## src/rtl/rns_rc_pkg.sv

```systemverilog
// Shared definitions for the 129/128/127 residue-to-binary converter:
// FSM state encoding and the moduli/range constants.
package rns_rc_pkg;

    typedef enum logic [2:0] {
        ST_IDLE = 3'd0,
        ST_ADD1 = 3'd1,
        ST_SUB  = 3'd2,
        ST_ADD2 = 3'd3,
        ST_DONE = 3'd4
    } rc_state_e;

    localparam int unsigned M1    = 129;
    localparam int unsigned M2    = 128;
    localparam int unsigned M3    = 127;
    localparam int unsigned MOD14 = 16383;
    localparam int unsigned XMAX  = 2097023;

    // width of the high part of X (everything above the mod-128 residue)
    localparam int unsigned T_W   = 14;

endpackage

```

## src/rtl/mod16383_add.sv

```systemverilog
// Combinational end-around-carry adder modulo 2^14-1. The +1 sum decides
// whether the carry wraps, which keeps 16383 from appearing as a result
// unless both operands are already 16383.
module mod16383_add
    import rns_rc_pkg::*;
(
    input  logic [T_W-1:0] p_i,
    input  logic [T_W-1:0] q_i,
    output logic [T_W-1:0] s_o
);

    logic [T_W-1:0] sum;
    logic [T_W:0]   sum_inc;

    assign sum     = p_i + q_i;
    assign sum_inc = {1'b0, p_i} + {1'b0, q_i} + {{T_W{1'b0}}, 1'b1};
    assign s_o     = sum_inc[T_W] ? sum_inc[T_W-1:0] : sum;

endmodule

```

## src/rtl/rns_rc_sched_129_128_127.sv

```systemverilog
// Residue {129,128,127} to binary converter. One mod-16383 adder and one
// 14-bit subtractor are time-shared over three cycles; the result is
// X = {t3, x2}. Optional input range flag is built only when
// RNS_RC_RANGE_CHECK_EN is defined; otherwise out_err is tied low.
//
//   state | meaning
//   IDLE  | waiting for a residue triple
//   ADD1  | t1 = a2 (+) a3
//   SUB   | t2 = a1 - x1 mod 2^14
//   ADD2  | t3 = t1 (+) t2
//   DONE  | result presented until taken; may accept the next triple
module rns_rc_sched_129_128_127
    import rns_rc_pkg::*;
#(
    parameter int CNT_W = 16
) (
    input  logic             clk,
    input  logic             rst_n,
    input  logic             in_valid,
    output logic             in_ready,
    input  logic [7:0]       x1,
    input  logic [6:0]       x2,
    input  logic [6:0]       x3,
    output logic             out_valid,
    input  logic             out_ready,
    output logic [20:0]      out,
    output logic             out_err,
    output logic [CNT_W-1:0] conv_count
);

    rc_state_e        state_q, state_d;
    logic [7:0]       x1_q;
    logic [6:0]       x2_q, x3_q;
    logic [T_W-1:0]   t1_q, t2_q, t3_q;
    logic [CNT_W-1:0] cnt_q;

    logic             accept;
    logic             retire;
    logic             bx;
    logic [T_W-1:0]   a1, a2, a3;
    logic [T_W-1:0]   sub_res;
    logic [T_W-1:0]   add_p, add_q, add_s;

    // in_ready is gated by rst_n so nothing is offered while reset is held
    assign in_ready  = rst_n && ((state_q == ST_IDLE) ||
                                 ((state_q == ST_DONE) && out_ready));
    assign accept    = in_valid && in_ready;
    assign out_valid = (state_q == ST_DONE);
    assign retire    = out_valid && out_ready;

    assign bx      = x1_q[7] ^ x1_q[0];
    assign a1      = {bx, x1_q[6:1], bx, x1_q[6:1]};
    assign a2      = {~x2_q, 7'h7F};
    assign a3      = {x3_q[0], x3_q[6:1], x3_q[0], x3_q[6:1]};
    assign sub_res = a1 - {6'd0, x1_q};

    // shared adder operands: coefficients in ADD1, partial sums otherwise
    always_comb begin
        add_p = t1_q;
        add_q = t2_q;
        if (state_q == ST_ADD1) begin
            add_p = a2;
            add_q = a3;
        end
    end

    mod16383_add u_add (
        .p_i (add_p),
        .q_i (add_q),
        .s_o (add_s)
    );

    // state register
    always_ff @(posedge clk or negedge rst_n) begin
        if (!rst_n) begin
            state_q <= ST_IDLE;
        end else begin
            state_q <= state_d;
        end
    end

    // next-state: fixed three-step walk, DONE waits for the consumer
    always_comb begin
        state_d = state_q;
        case (state_q)
            ST_IDLE: if (accept) state_d = ST_ADD1;
            ST_ADD1: state_d = ST_SUB;
            ST_SUB:  state_d = ST_ADD2;
            ST_ADD2: state_d = ST_DONE;
            ST_DONE: if (out_ready) state_d = accept ? ST_ADD1 : ST_IDLE;
            default: state_d = ST_IDLE;
        endcase
    end

    // operand capture and per-step result registers
    always_ff @(posedge clk or negedge rst_n) begin
        if (!rst_n) begin
            x1_q <= '0;
            x2_q <= '0;
            x3_q <= '0;
            t1_q <= '0;
            t2_q <= '0;
            t3_q <= '0;
        end else begin
            if (accept) begin
                x1_q <= x1;
                x2_q <= x2;
                x3_q <= x3;
            end
            if (state_q == ST_ADD1) t1_q <= add_s;
            if (state_q == ST_SUB)  t2_q <= sub_res;
            if (state_q == ST_ADD2) t3_q <= add_s;
        end
    end

    // retired-result counter, wraps naturally at 2^CNT_W
    always_ff @(posedge clk or negedge rst_n) begin
        if (!rst_n) begin
            cnt_q <= '0;
        end else if (retire) begin
            cnt_q <= cnt_q + {{(CNT_W-1){1'b0}}, 1'b1};
        end
    end

    assign out        = {t3_q, x2_q};
    assign conv_count = cnt_q;

`ifdef RNS_RC_RANGE_CHECK_EN
    logic err_q;

    // flag residues outside their modulus at accept time
    always_ff @(posedge clk or negedge rst_n) begin
        if (!rst_n) begin
            err_q <= 1'b0;
        end else if (accept) begin
            err_q <= (x1 > 8'd128) || (x3 == 7'd127);
        end
    end

    assign out_err = err_q;
`else
    assign out_err = 1'b0;
`endif

endmodule

```

## config.mk

```make
export PLATFORM = sky130hd
export DESIGN_NAME = rns_rc_sched_129_128_127
export DESIGN_NICKNAME = d
export VERILOG_FILES = /design/src/rtl/rns_rc_pkg.sv /design/src/rtl/mod16383_add.sv /design/src/rtl/rns_rc_sched_129_128_127.sv
export SDC_FILE = /design/constraint.sdc
export NUM_CORES = 1
export LEC_CHECK = 0
export ABC_CLOCK_PERIOD_IN_PS = 5950
export BUFFER_PORTS_ARGS = -buffer_cell sky130_fd_sc_hd__buf_2
export CAP_MARGIN = 30
export CELL_PAD_IN_SITES_DETAIL_PLACEMENT = 1
export CELL_PAD_IN_SITES_GLOBAL_PLACEMENT = 2
export CORE_MARGIN = 8
export CORE_UTILIZATION = 39
export CTS_CLUSTER_DIAMETER = 120
export DETAILED_ROUTE_END_ITERATION = 10
export MAX_ROUTING_LAYER = met4
export PLACE_DENSITY = 0.95
export SLEW_MARGIN = 20
export SYNTH_ARGS = -nofsm -noshare
export SYNTH_HDL_FRONTEND = slang
export SYNTH_SLANG_ARGS = --single-unit
```

## constraint.sdc

```tcl
create_clock -name clk -period 5.95 [get_ports clk]
set_input_delay 1.785 -clock clk [delete_from_list [all_inputs] [get_ports clk]]
set_output_delay 1.785 -clock clk [all_outputs]
set_load 0.005 [all_outputs]
```

==> summary.md <==
| Metric | Value |
|---|---|
| WL/cell | 16.42 um |
| Die outline area | 0.01594 mm^2 |
| Final non-filler cell total | 689 |
| Dpl ws | 1.495 ns |
| Congestion Overflow GR | 0 |
| Upper clock frequency limit | 0.2256 GHz |
| Mapped Avg Cell Area | 9.895 um^2 |
| Total negative slack | 0 ns |
| DR DRC count | 0 |
| Final WL | 11.31 mm |
| Routed vias/inst | 5.128 |
| Number of synthesis warnings | 0 |
| Antenna Cells | 0 |
| Number of synthesized register bits | 83 |
| Die Wd | 126.2 um |
| Synth top area share | 43.82% |
| Largest net degree at the start of global routing | 49 |
| Fillers | 1,376 |
| Worst-path maximum fanout | 38 |
| Resized Gates After CTS | 0 |
| Crit end category | primary output |
| Fin crit share | 74.49% |
| Area Overhead vs Synth | 14.33% |
| Startpoint types | primary input |
| Root buffer cell | clkbuf_16 |
| Placer Congestion | 0.8535 |
| Clk_lat worst skew | 0.35 ns |
| Crit-path cells | buf_4 -> nand2_1 -> a21oi_1 -> buf_2 |
| Setup bufs post-CTS | 0 |
| Hold WS | 0.4719 ns |
| Post-synthesis sequential area ratio | 43.82% |
| IO Pins | 66 |
| Setup Viol. Count Final | 0 |
| Top FF cell, synth | dfrtp_1 |
| # port buffers | 64 |
| Crit path buf inv count | 2 |
| GRT Overall Usage | 15.48% |
| MaxCap Viol Count | 0 |
| Distinct cells, synth | 53 |
| Cell with the most instances after synthesis | nand2_1 |
| CTS Hold Bufs | 0 |
| Status | completed |
| Worst path required time | 4.16 ns |
| DP Wirelength | 8.963 mm |
| Post-synth ARST share | 100.0% |
| Drt initial violations | 149 |
| Post-DRT Antenna Nets | 0 |
| Starting density of the core | 39.62% |
| CTS tree | yes |
| Final Hold Viols | 0 |
| Setup Skew | 0.01196 ns |
| Final worst-path setup slack | 1.518 ns |
| Worst min path class | reg2reg |
| Num CTS Buffers | 9 |
| Worst path max stage delay | 0.39 ns |
| Yosys top cell by area | dfrtp_1 |
| Worst Max-Slew Pin Slew | 0.8470 ns |
| TritonCTS Sinks | 83 |
| Placed Cells | 672 |
| Synth area leaders | dfrtp_1, ha_1, nand2_1 |
| Area of the mapped netlist | 0.004740 mm^2 |
| Delay-heaviest family, CP | buffers and inverters |
| RSZ-0062 raised after global routing | false |
| Top cells by instance count after synthesis | nand2_1, dfrtp_1, o21ai_0, ha_1, xnor2_1 |
| First-pass GRT wire length | 19.31 mm |
| Final Critical Period | 4.432 ns |
| Vias in the first global route | 3,829 |
| H-tree lvl count | 3 |
| DR pass1 iterations | 4 |
| Slowest CP cell | buf_4 |
| DR vias | 3,533 |
| EDFF count, synth | 0 |
| Final Net Count | 594 |
| CTS clk-pin slew, worst paths | 0.05 ns |
| WP data arrival | 2.65 ns |
| Core area | 0.01196 mm^2 |
| Synthesized net count | 536 |
| Die Span Y | 126.2 um |
| CP Class | in2out |
| Clock Tree Buf Depth | 2 |
| Mapped Cells | 479 |
| Slew Limit Headroom | 43.53% |
| Num rows | 40 |
| Initial antenna violation count | 0 |
| Layout cells sized above 1 | 23.43% |
| Slew Viols, Final | 0 |
-- metrics by stage --
stage               utilization (%)  instance area, um^2
floorplan                         -                 4740
global placement              42.57                 5092
detailed placement            42.80                 5120
CTS                           45.21                 5408
global route                  45.30                 5419
finish                        45.30                 5419
-- area by class of cell --
class	count	area, um^2	share of cell area [%]
multi-input combinational	351	2404	44.35
sequential	83	2077	38.33
timing repair buffer	68	376.6	6.950
clock buffer	11	252.7	4.664
tap	147	183.9	3.394
inverter	24	90.09	1.662
clock inverter	5	35.03	0.6465
-- layout by cell type (no fill, tap or decap), drive strengths merged, types with 4 or more instances in the layout --
cell type  count
nand2         88
dfrtp         83
buf           68
o21ai         55
ha            28
xnor2         25
inv           25
mux2          24
a21oi         19
nor2          16
xor2          14
clkbuf        11
nand4         10
a21o          10
nand2b         8
nand3          6
a31oi          6
o21bai         4
and4           4
o31ai          4
-- registers in the layout, indices dropped and copies added (netlist names) --
register    count
conv_count     16
state_q         3
x3_q            7
x1_q            8
t2_q           14
t3_q           14
t1_q           14
x2_q            7
-- worst min-delay path: cells and delay by family, from the launching register on --
kind	cells	cell delay (ns)
flip-flops	1	0.33
AO/OA/AOI/OAI	1	0.06
AND/OR/NAND/NOR	1	0.04
-- metal layers --
metal  vias to the layer above  wire length (um)  global-route usage, %
li1                       1753                 -                      -
met5                         -                 0                      -
met3                        18               331                  3.291
met4                         0               231                  6.865
met2                        48              5600                  25.42
met1                      1714              5146                  17.96
-- final timing paths --
check	depth (start not counted)	endpoint	startpoint	slack [ns]
worst max-delay path	4	in_ready	rst_n	1.52
worst min-delay path	2	t3_q[2]$_DFFE_PN0P_	t3_q[2]$_DFFE_PN0P_	0.47
worst max register to register	15	t1_q[11]$_DFFE_PN0P_	state_q[2]$_DFFE_PN0P_	1.83
worst min register to register	2	t3_q[2]$_DFFE_PN0P_	t3_q[2]$_DFFE_PN0P_	0.47
max in group asynchronous	2	t1_q[1]$_DFFE_PN0P_	rst_n	3.56
min in group asynchronous	1	t1_q[3]$_DFFE_PN0P_	rst_n	1.40
-- kinds of logic after synthesis --
group | count (synthesis) | share of synthesized area [%]
other cells | 1 | 0.07912
mux | 24 | 5.702
compound gates | 109 | 14.78
buf+inv | 45 | 5.464
fa+ha+maj | 31 | 8.659
flops | 83 | 43.82
xor+xnor | 39 | 7.207
simple gates | 147 | 14.28
Power is left out: the tool's default activity adds up to more than one toggle a clock period on the data nets, which glitch-free logic cannot reach.
